File: config.mk
export PLATFORM = sky130hd
export DESIGN_NAME = step_sequencer
export DESIGN_NICKNAME = d
export VERILOG_FILES = /design/src/rtl/step_sequencer.sv
export SDC_FILE = /design/constraint.sdc
export NUM_CORES = 1
export LEC_CHECK = 0
export CAP_MARGIN = 20
export CORE_MARGIN = 10
export CORE_UTILIZATION = 35
export CTS_CLUSTER_SIZE = 16
export DETAILED_ROUTE_END_ITERATION = 16
export GPL_ROUTABILITY_DRIVEN = 0
export PLACE_DENSITY = 0.68
export SYNTH_ARGS = -nofsm -noshare
export SYNTH_HDL_FRONTEND = slang
export SYNTH_SLANG_ARGS = --single-unit
File: constraint.sdc
create_clock -name clk -period 2.5 [get_ports clk]
set_input_delay 0.5 -clock clk [delete_from_list [all_inputs] [get_ports clk]]
set_output_delay 0.5 -clock clk [all_outputs]
set_load 0.005 [all_outputs]
File: src/rtl/step_sequencer.sv
// -----------------------------------------------------------------------------
// step_sequencer
//
// Turns one-cycle rate ticks into a bounded train of fixed-width STEP pulses
// for a stepper driver. A move is requested with `start`, which samples the
// direction and the step count. The direction is presented on `dir_out` for
// DIR_SETUP cycles before the first pulse can be issued. Each accepted tick
// then produces a PULSE_CYCLES-wide STEP pulse, and the remaining count is
// decremented. Ticks that arrive while a pulse cannot be issued are dropped
// and flagged on `overrun`.
//
// Parameters
//   CNT_W         width of step_count / remaining
//   PULSE_CYCLES  STEP high time in clk cycles (1..2^16-1)
//   DIR_SETUP     direction setup time in clk cycles (1..2^16-1)
//
// Ports
//   clk         system clock
//   rst         asynchronous reset, active low
//   tick        one-cycle rate pulse
//   start       one-cycle move request (ignored while busy)
//   dir_in      direction of the requested move, sampled with start
//   step_count  steps requested, sampled with start
//   abort       terminate the current move (ignored in IDLE)
//   step_out    STEP pulse to the driver
//   dir_out     registered direction to the driver
//   busy        move in progress
//   done        one-cycle pulse at the end of any move
//   remaining   steps not yet issued
//   overrun     one-cycle pulse when a tick is dropped
// -----------------------------------------------------------------------------
module step_sequencer #(
  parameter int CNT_W        = 16,
  parameter int PULSE_CYCLES = 100,
  parameter int DIR_SETUP    = 50
) (
  input  logic             clk,
  input  logic             rst,
  input  logic             tick,
  input  logic             start,
  input  logic             dir_in,
  input  logic [CNT_W-1:0] step_count,
  input  logic             abort,
  output logic             step_out,
  output logic             dir_out,
  output logic             busy,
  output logic             done,
  output logic [CNT_W-1:0] remaining,
  output logic             overrun
);

  localparam logic [1:0] S_IDLE  = 2'd0;
  localparam logic [1:0] S_SETUP = 2'd1;
  localparam logic [1:0] S_ARMED = 2'd2;
  localparam logic [1:0] S_HIGH  = 2'd3;

  // One shared down-counter times both the setup window and the pulse width.
  // It is loaded with N-1 so that the state lasts exactly N cycles: the exit
  // decision is taken in the cycle where the counter reads zero.
  localparam int TMR_W = 16;
  localparam logic [TMR_W-1:0] SETUP_LOAD = TMR_W'(DIR_SETUP - 1);
  localparam logic [TMR_W-1:0] PULSE_LOAD = TMR_W'(PULSE_CYCLES - 1);

  logic [1:0]       state_q, state_d;
  logic [TMR_W-1:0] tmr_q,   tmr_d;
  logic [CNT_W-1:0] rem_q,   rem_d;
  logic             dir_q,   dir_d;
  logic             step_q,  step_d;
  logic             busy_q,  busy_d;
  logic             done_q,  done_d;
  logic             ovr_q,   ovr_d;

  logic tmr_zero;
  logic rem_zero;

  assign tmr_zero = (tmr_q == '0);
  assign rem_zero = (rem_q == '0);

  always_comb begin
    state_d = state_q;
    tmr_d   = tmr_q;
    rem_d   = rem_q;
    dir_d   = dir_q;
    step_d  = step_q;
    busy_d  = busy_q;
    done_d  = 1'b0;
    ovr_d   = 1'b0;

    if (state_q == S_IDLE) begin
      // Ticks and abort are meaningless here; only a move request matters.
      if (start) begin
        if (step_count == '0) begin
          // Zero-length move completes immediately and leaves dir_out alone.
          done_d = 1'b1;
        end else begin
          rem_d   = step_count;
          dir_d   = dir_in;
          tmr_d   = SETUP_LOAD;
          busy_d  = 1'b1;
          state_d = S_SETUP;
        end
      end
    end else if (abort) begin
      // Abort wins over tick and over pulse completion in the same cycle.
      // The tick is not processed at all, so it is not reported as dropped.
      // remaining is left holding the count of steps never issued.
      step_d  = 1'b0;
      busy_d  = 1'b0;
      done_d  = 1'b1;
      tmr_d   = '0;
      state_d = S_IDLE;
    end else begin
      case (state_q)
        S_SETUP: begin
          ovr_d = tick;
          if (tmr_zero) begin
            state_d = S_ARMED;
          end else begin
            tmr_d = tmr_q - 1'b1;
          end
        end

        S_ARMED: begin
          // remaining is always >= 1 here, so the decrement cannot wrap.
          if (tick) begin
            step_d  = 1'b1;
            rem_d   = rem_q - 1'b1;
            tmr_d   = PULSE_LOAD;
            state_d = S_HIGH;
          end
        end

        S_HIGH: begin
          // Every HIGH cycle, including the last one, drops ticks.
          ovr_d = tick;
          if (tmr_zero) begin
            step_d = 1'b0;
            if (rem_zero) begin
              done_d  = 1'b1;
              busy_d  = 1'b0;
              state_d = S_IDLE;
            end else begin
              state_d = S_ARMED;
            end
          end else begin
            tmr_d = tmr_q - 1'b1;
          end
        end

        default: begin
          state_d = S_IDLE;
          step_d  = 1'b0;
          busy_d  = 1'b0;
        end
      endcase
    end
  end

  // Reset clears everything, including a STEP pulse in flight, without a
  // done pulse.
  always_ff @(posedge clk or negedge rst) begin
    if (!rst) begin
      state_q <= S_IDLE;
      tmr_q   <= '0;
      rem_q   <= '0;
      dir_q   <= 1'b0;
      step_q  <= 1'b0;
      busy_q  <= 1'b0;
      done_q  <= 1'b0;
      ovr_q   <= 1'b0;
    end else begin
      state_q <= state_d;
      tmr_q   <= tmr_d;
      rem_q   <= rem_d;
      dir_q   <= dir_d;
      step_q  <= step_d;
      busy_q  <= busy_d;
      done_q  <= done_d;
      ovr_q   <= ovr_d;
    end
  end

  assign step_out  = step_q;
  assign dir_out   = dir_q;
  assign busy      = busy_q;
  assign done      = done_q;
  assign remaining = rem_q;
  assign overrun   = ovr_q;

endmodule

==> results of run 1 <==
## layout by cell type, fill, tap and decap left out, types with 2 or more instances in the layout
cell type and n:
a31oi_1 3, clkdlybuf4s50_1 41, mux2_1 2, nand4b_1 2
o32ai_1 6, or4_1 10, a21oi_1 27, mux2i_1 6
o22ai_1 7, o31ai_1 11, dfrtp_1 39, o22a_1 2
nor3b_1 2, ha_1 7, or4_4 5, nor2b_1 3
o21ai_0 12, buf_4 40, nand3_1 7, or3_1 2
nor2_1 30, a211oi_1 2, and4b_1 2, a21o_1 3
and4_1 3, clkbuf_8 7, nand4_1 7, nand2_1 16
mux2_2 2, nor3_1 7, inv_1 9, and3_1 2
nor4_1 12
## flip-flops by register name (all words and copies together), names as in the netlist
register and cells:
overrun 1, dir_out 1, state_q 2, step_out 1
busy 1, tmr_q 16, remaining 16, done 1
## synth_stat cells, types with 6 or more instances
cell type,n,area share [%]
o31ai_1,11,3.3
a21oi_1,28,5.7
mux2i_1,6,2.4
nor4_1,12,3.0
nor2_1,30,4.5
nand4_1,7,1.8
o21ai_0,12,2.4
ha_1,8,4.0
or4_1,14,4.2
o32ai_1,6,2.1
nand2_1,17,2.6
nand3_1,7,1.4
inv_1,9,1.4
dfrtp_1,39,39
clkbuf_1,15,2.3
o22ai_1,7,1.8
nor3_1,7,1.4
## final timing paths
check,endpoint,from
max in group asynchronous,tmr_q[7],rst
hold reg to reg,busy,busy
hold / removal,tmr_q[1],rst
setup / recovery,tmr_q[13],tmr_q[1]
setup reg to reg,tmr_q[13],tmr_q[1]
min in group clk,busy,busy
## metal layers
| layer | up-vias | GRT usage (%) |
|---|---|---|
| li1 | 1251 | - |
| met1 | 1246 | 15.58 |
| met2 | 85 | 22.57 |
| met3 | 13 | 4.523 |
| met4 | 0 | 3.777 |
| met5 | - | 0 |
## repair_timing
action | CTS | global route
hold endpoints to repair | 0 | 0
setup buffers | 0 | 1
endpoints found under the setup margin | 1 | 3
resized for setup | 1 | 8
## cell type report
type,count,area (µm²),share of cell area [%]
multi-input cells,221,1449,42.34
flip-flops and latches,39,975.9,28.52
repair buffers,83,735.7,21.50
well taps,96,120.1,3.510
clock buffers,7,96.34,2.815
inverters,10,37.54,1.097
clock inverters,1,7.507,0.2194
## through the flow
stage	instance area (µm²)	hold WS, ns	total power (W)	worst slack, ns
floorplan	2480	0.2044	0.002310	0.1397
global placement	3278	0.4742	0.003303	-0.09145
detailed placement	3278	0.4813	0.003344	-0.08322
CTS	3386	0.3526	0.003856	0.008957
global route	3422	0.3922	0.004210	-0.04345
finish	3422	0.3260	0.003871	0.01670
## report_power, final
part	switching, W	internal [W]	total, W
registers	0.000273	0.000854	0.00113
clock network	0.000239	0.000251	0.000490
logic	0.00114	0.00111	0.00225
total	0.00165	0.00222	0.00387
## kinds of logic (layout without fill, tap and decap cells)
group / Yosys count / after routing / share of synthesized area [%]
buf+inv: 25 / 101 / 3.784
fa+ha+maj: 8 / 8 / 4.036
compound gates: 84 / 84 / 21.80
simple gates: 119 / 119 / 26.79
flops: 39 / 39 / 39.35
mux: 10 / 10 / 4.238
## worst max-delay path, delay by kind of cell, from the launching register on
kind / cells / cell delay [ns]
and+or+nand+nor: 4 / 1.86
AOI/OAI and AO/OA: 1 / 0.14
DFF: 1 / 0.40
==> impl_metrics.env, run 1 <==
export IMPL_rr_worst_depth=5
export IMPL_synth_edff_count=0
export IMPL_finalSetupTns_ns=0
export IMPL_clock_skew_final_ns=0.01362
export IMPL_worstPathCellList="or4_4 > or4_4 > or4_4 > or4_4 > a21oi_2"
export IMPL_maxCapViolations=0
export IMPL_initial_core_util_pct=36.30
export IMPL_syn_area_per_cell_um2=8.701
export IMPL_first_pass_iters=4
export IMPL_htreeDepth=2
export IMPL_crit_path_end_kind="register"
export IMPL_max_clock_freq_mhz=402.7
export IMPL_via_per_inst=5.678
export IMPL_crit_arrival_ns=2.70
export IMPL_n_antenna_cell=0
export IMPL_fillCellCount=684
export IMPL_ys_types=49
export IMPL_slowest_delay_ns=0.55
export IMPL_final_util_pct=50.09
export IMPL_drcViolationCount=0
export IMPL_grt_pass1_wl_um=12380
export IMPL_netlist_instances=285
export IMPL_clk_insertion_delay_late_ns=0.30
export IMPL_clkSlewWorstSetupHoldPaths_ns=0.08
export IMPL_dp_cells=448
export IMPL_placementRows=30
export IMPL_dieArea_um2=10850
export IMPL_powerDensity_nw_per_um2=1131
export IMPL_fin_crit_ns=2.483
export IMPL_io_pins=43
export IMPL_start_kind="register"
export IMPL_met3_wirelength_um=610
export IMPL_slew_headroom_pct=40.18
export IMPL_synth_fp_nets=315
export IMPL_min_path_type="in2async"
export IMPL_final_cells=457
export IMPL_wl_per_cell_um=15.99
export IMPL_synthArstFlopShare_pct=100.0
export IMPL_die_h_um=104.2
export IMPL_root_buffer="clkbuf_8"
export IMPL_antenna_found_initial=0
export IMPL_clockBufferDepth=2
export IMPL_cp_required_ns=2.72
export IMPL_status="complete, no violations"
export IMPL_syn_area_um2=2480
export IMPL_synth_seq_cells=39
export IMPL_tritoncts="built"
export IMPL_numCtsBuffers=5
export IMPL_power_leakage_nw=1.456
export IMPL_ant_nets=0
export IMPL_slew_violations=0
export IMPL_drive_gt1_share_pct=18.56
export IMPL_fin_nets=390
export IMPL_top_layer_used="met4"
export IMPL_routed_wl_um=7307
export IMPL_syn2layout_area_growth_pct=37.99
export IMPL_grt_max_degree=40
export IMPL_hold_violations=0
export IMPL_grt_pass1_vias=2577
export IMPL_cpMostUsedCell="or4_4"
export IMPL_hpwl_um=5498
export IMPL_worst_path_max_delay_cell="or4_4"
export IMPL_ys_flop_type="dfrtp_1"
export IMPL_gr_total_overflow=0
export IMPL_worst_ir_drop_vdd_v=0.0006340
export IMPL_crit_fanout=4
export IMPL_m1WireLength_um=3071
export IMPL_drt_iter0_markers=119
export IMPL_die_width_um=104.2
export IMPL_wl_met2_um=3512
export IMPL_setup_viol=0
export IMPL_worst_pin_slew_ns=0.8972
export IMPL_core_area_um2=6832
export IMPL_via_count=2595
export IMPL_rsz0062_at_grt="true"
export IMPL_cts_hold_buf=0
export IMPL_setup_worst_path_class="reg2reg"
export IMPL_port_buffers=42
export IMPL_grtUsageTotal_pct=13.33
export IMPL_yosysSeqAreaShare_pct=39.35
export IMPL_clock_sinks=39
export IMPL_yosys_warnings=0
export IMPL_r2r_slack_ns=0.02
export IMPL_fin_crit_sh_pct=99.33
Note: power is estimated with default switching activity, not from simulation.
==> inputs of run 2 (changes only) <==
==> constraint.sdc (replaced) <==
create_clock -name clk -period 2.5 [get_ports clk]
set_input_delay 0.625 -clock clk [delete_from_list [all_inputs] [get_ports clk]]
set_output_delay 0.625 -clock clk [all_outputs]
set_load 0.005 [all_outputs]
==> run 2 against run 1 <==
Against the previous run: first-iteration DRC count is 1.7% lower; setup slack improved by 0.011 ns; sequential share of layout area is 0.25 points lower; highest routed layer unchanged; register-to-register slack about the same.
==> impl_metrics.env, run 2 (synthesized netlist as in run 1, its figures left out) <==
export IMPL_sw_frac_of_total_pct=42.88
export IMPL_fin_crit_sh_pct=98.90
export IMPL_seqPwrFrac_pct=30.0
export IMPL_dp_cells=458
export IMPL_gr_total_overflow=0
export IMPL_crit_arrival_ns=2.69
export IMPL_final_cells=464
export IMPL_grt_pass1_vias=2521
export IMPL_drt_iter0_markers=117
export IMPL_crit_fanout=4
export IMPL_crit_path_end_kind="register"
export IMPL_drive_gt1_share_pct=20.11
export IMPL_min_path_type="in2async"
export IMPL_ant_nets=0
export IMPL_initial_core_util_pct=36.30
export IMPL_root_buffer="clkbuf_8"
export IMPL_cp_required_ns=2.72
export IMPL_hpwl_um=5502
export IMPL_fillCellCount=669
export IMPL_clkPwrFrac_pct=10.5
export IMPL_worst_ir_drop_vdd_v=0.0005374
export IMPL_fin_crit_ns=2.472
export IMPL_htreeDepth=2
export IMPL_status="complete, no violations"
export IMPL_final_util_pct=50.53
export IMPL_power_frac_comb_pct=59.6
export IMPL_wl_per_cell_um=15.51
export IMPL_via_per_inst=5.509
export IMPL_grtUsageTotal_pct=12.94
export IMPL_rsz0062_at_grt="true"
export IMPL_clockBufferDepth=2
export IMPL_tritoncts="built"
export IMPL_maxCapViolations=0
export IMPL_grt_max_degree=19
export IMPL_cts_hold_buf=0
export IMPL_most_common_layout_cells="buf_4 (50), clkdlybuf4s50_1 (41), dfrtp_1 (39)"
export IMPL_p_int_w=0.002155
export IMPL_via_count=2556
export IMPL_clock_sinks=39
export IMPL_slew_headroom_pct=69.29
export IMPL_drcViolationCount=0
export IMPL_first_pass_iters=4
export IMPL_clk_insertion_delay_late_ns=0.29
export IMPL_die_h_um=104.2
export IMPL_max_clock_freq_mhz=404.5
export IMPL_setup_viol=0
export IMPL_finalSetupTns_ns=0
export IMPL_place_area_um2=3341
export IMPL_n_antenna_cell=0
export IMPL_die_width_um=104.2
export IMPL_clock_skew_final_ns=0.005192
export IMPL_powerDensity_nw_per_um2=1093
export IMPL_placementRows=30
export IMPL_rr_worst_depth=5
export IMPL_core_area_um2=6832
export IMPL_cts_setup_buffers=0
export IMPL_setup_worst_path_class="reg2reg"
export IMPL_power_leakage_nw=1.473
export IMPL_final_common_cell="buf_4"
export IMPL_fin_nets=399
export IMPL_start_kind="register"
export IMPL_worst_pin_slew_ns=0.4564
export IMPL_io_pins=43
export IMPL_dieArea_um2=10850
export IMPL_syn2layout_area_growth_pct=39.20
export IMPL_p_sw_w=0.001618
export IMPL_hold_violations=0
export IMPL_slew_violations=0
export IMPL_port_buffers=42
export IMPL_grt_pass1_wl_um=11990
export IMPL_routed_wl_um=7198
export IMPL_post_route_cell_area_um2=3452
export IMPL_clkSlewWorstSetupHoldPaths_ns=0.07
export IMPL_antenna_found_initial=0
export IMPL_numCtsBuffers=5
-- run 2: cell count changes in the layout (fill, tap and decap cells not counted) --
cell        previous run  this run
clkinvlp_4             1         0
buf_12                 1         0
nor4_1                12        11
nor4_2                 0         1
o21bai_2               1         0
clkbuf_8               7         5
clkbuf_1               0         1
o21bai_1               0         1
or4_4                  5         6
buf_4                 40        50
or4_1                 10         9
-- run 2: critical path, cell delays in order (launching register included) --
cell and delay (ns):
dfrtp_1 0.41, or4_4 0.55, or4_4 0.46, or4_4 0.43, or4_4 0.43, a21oi_2 0.12
-- run 2: power groups by stage --
| stage | Sequential, W | Clock (W) | Combinational (W) |
|---|---|---|---|
| final | 0.00113 | 0.000394 | 0.00225 |
| after global routing | 0.00117 | 0.000437 | 0.00250 |
| after CTS | 0.00112 | 0.000409 | 0.00223 |
| after detailed placement | 0.00113 | 0 | 0.00221 |
| after global placement | 0.00112 | 0 | 0.00218 |
| after floorplan | 0.00109 | 0 | 0.00122 |
-- run 2: cell type report --
class                   instances  area (µm²)  area share [%]
clock buffers                   6       72.57           2.102
inverters                      10       37.54           1.087
multi-input cells             221        1455           42.15
flip-flops and latches         39       975.9           28.27
well taps                      96       120.1           3.480
repair buffers                 92       790.8           22.91
-- run 2: worst paths after layout --
kind                            slack (ns)        end     start
max in group asynchronous             1.72   tmr_q[5]       rst
worst max-delay path                  0.03  tmr_q[13]  tmr_q[1]
worst max register to register        0.03  tmr_q[13]  tmr_q[1]
worst min-delay path                  0.26    overrun       rst
worst min register to register        0.49       busy      busy
min in group clk                      0.49       busy      busy
-- run 2: repair_timing --
item | 4_1_cts | 5_1_grt
endpoints found under the hold margin | 0 | 0
pin swaps | 0 | 1
gates resized for setup | 1 | 9
endpoints found under the setup margin | 1 | 17
-- run 2: per-stage QoR --
step	worst slack [ns]	hold WS, ns	power, W
after floorplan	0.1397	0.3294	0.002310
after global placement	-0.2097	0.4723	0.003303
after detailed placement	-0.2266	0.4836	0.003339
after CTS	0.01368	0.2652	0.003761
after global routing	-0.02316	0.2700	0.004105
final	0.02763	0.2563	0.003773
-- run 2: layer usage --
layer | share of wire, % | vias to the layer above | global-route usage (%)
met4 | 1.1 | 0 | 3.877
li1 | - | 1259 | -
met5 | 0 | - | 0
met3 | 6.6 | 10 | 4.399
met2 | 47 | 60 | 21.22
met1 | 45 | 1227 | 15.59
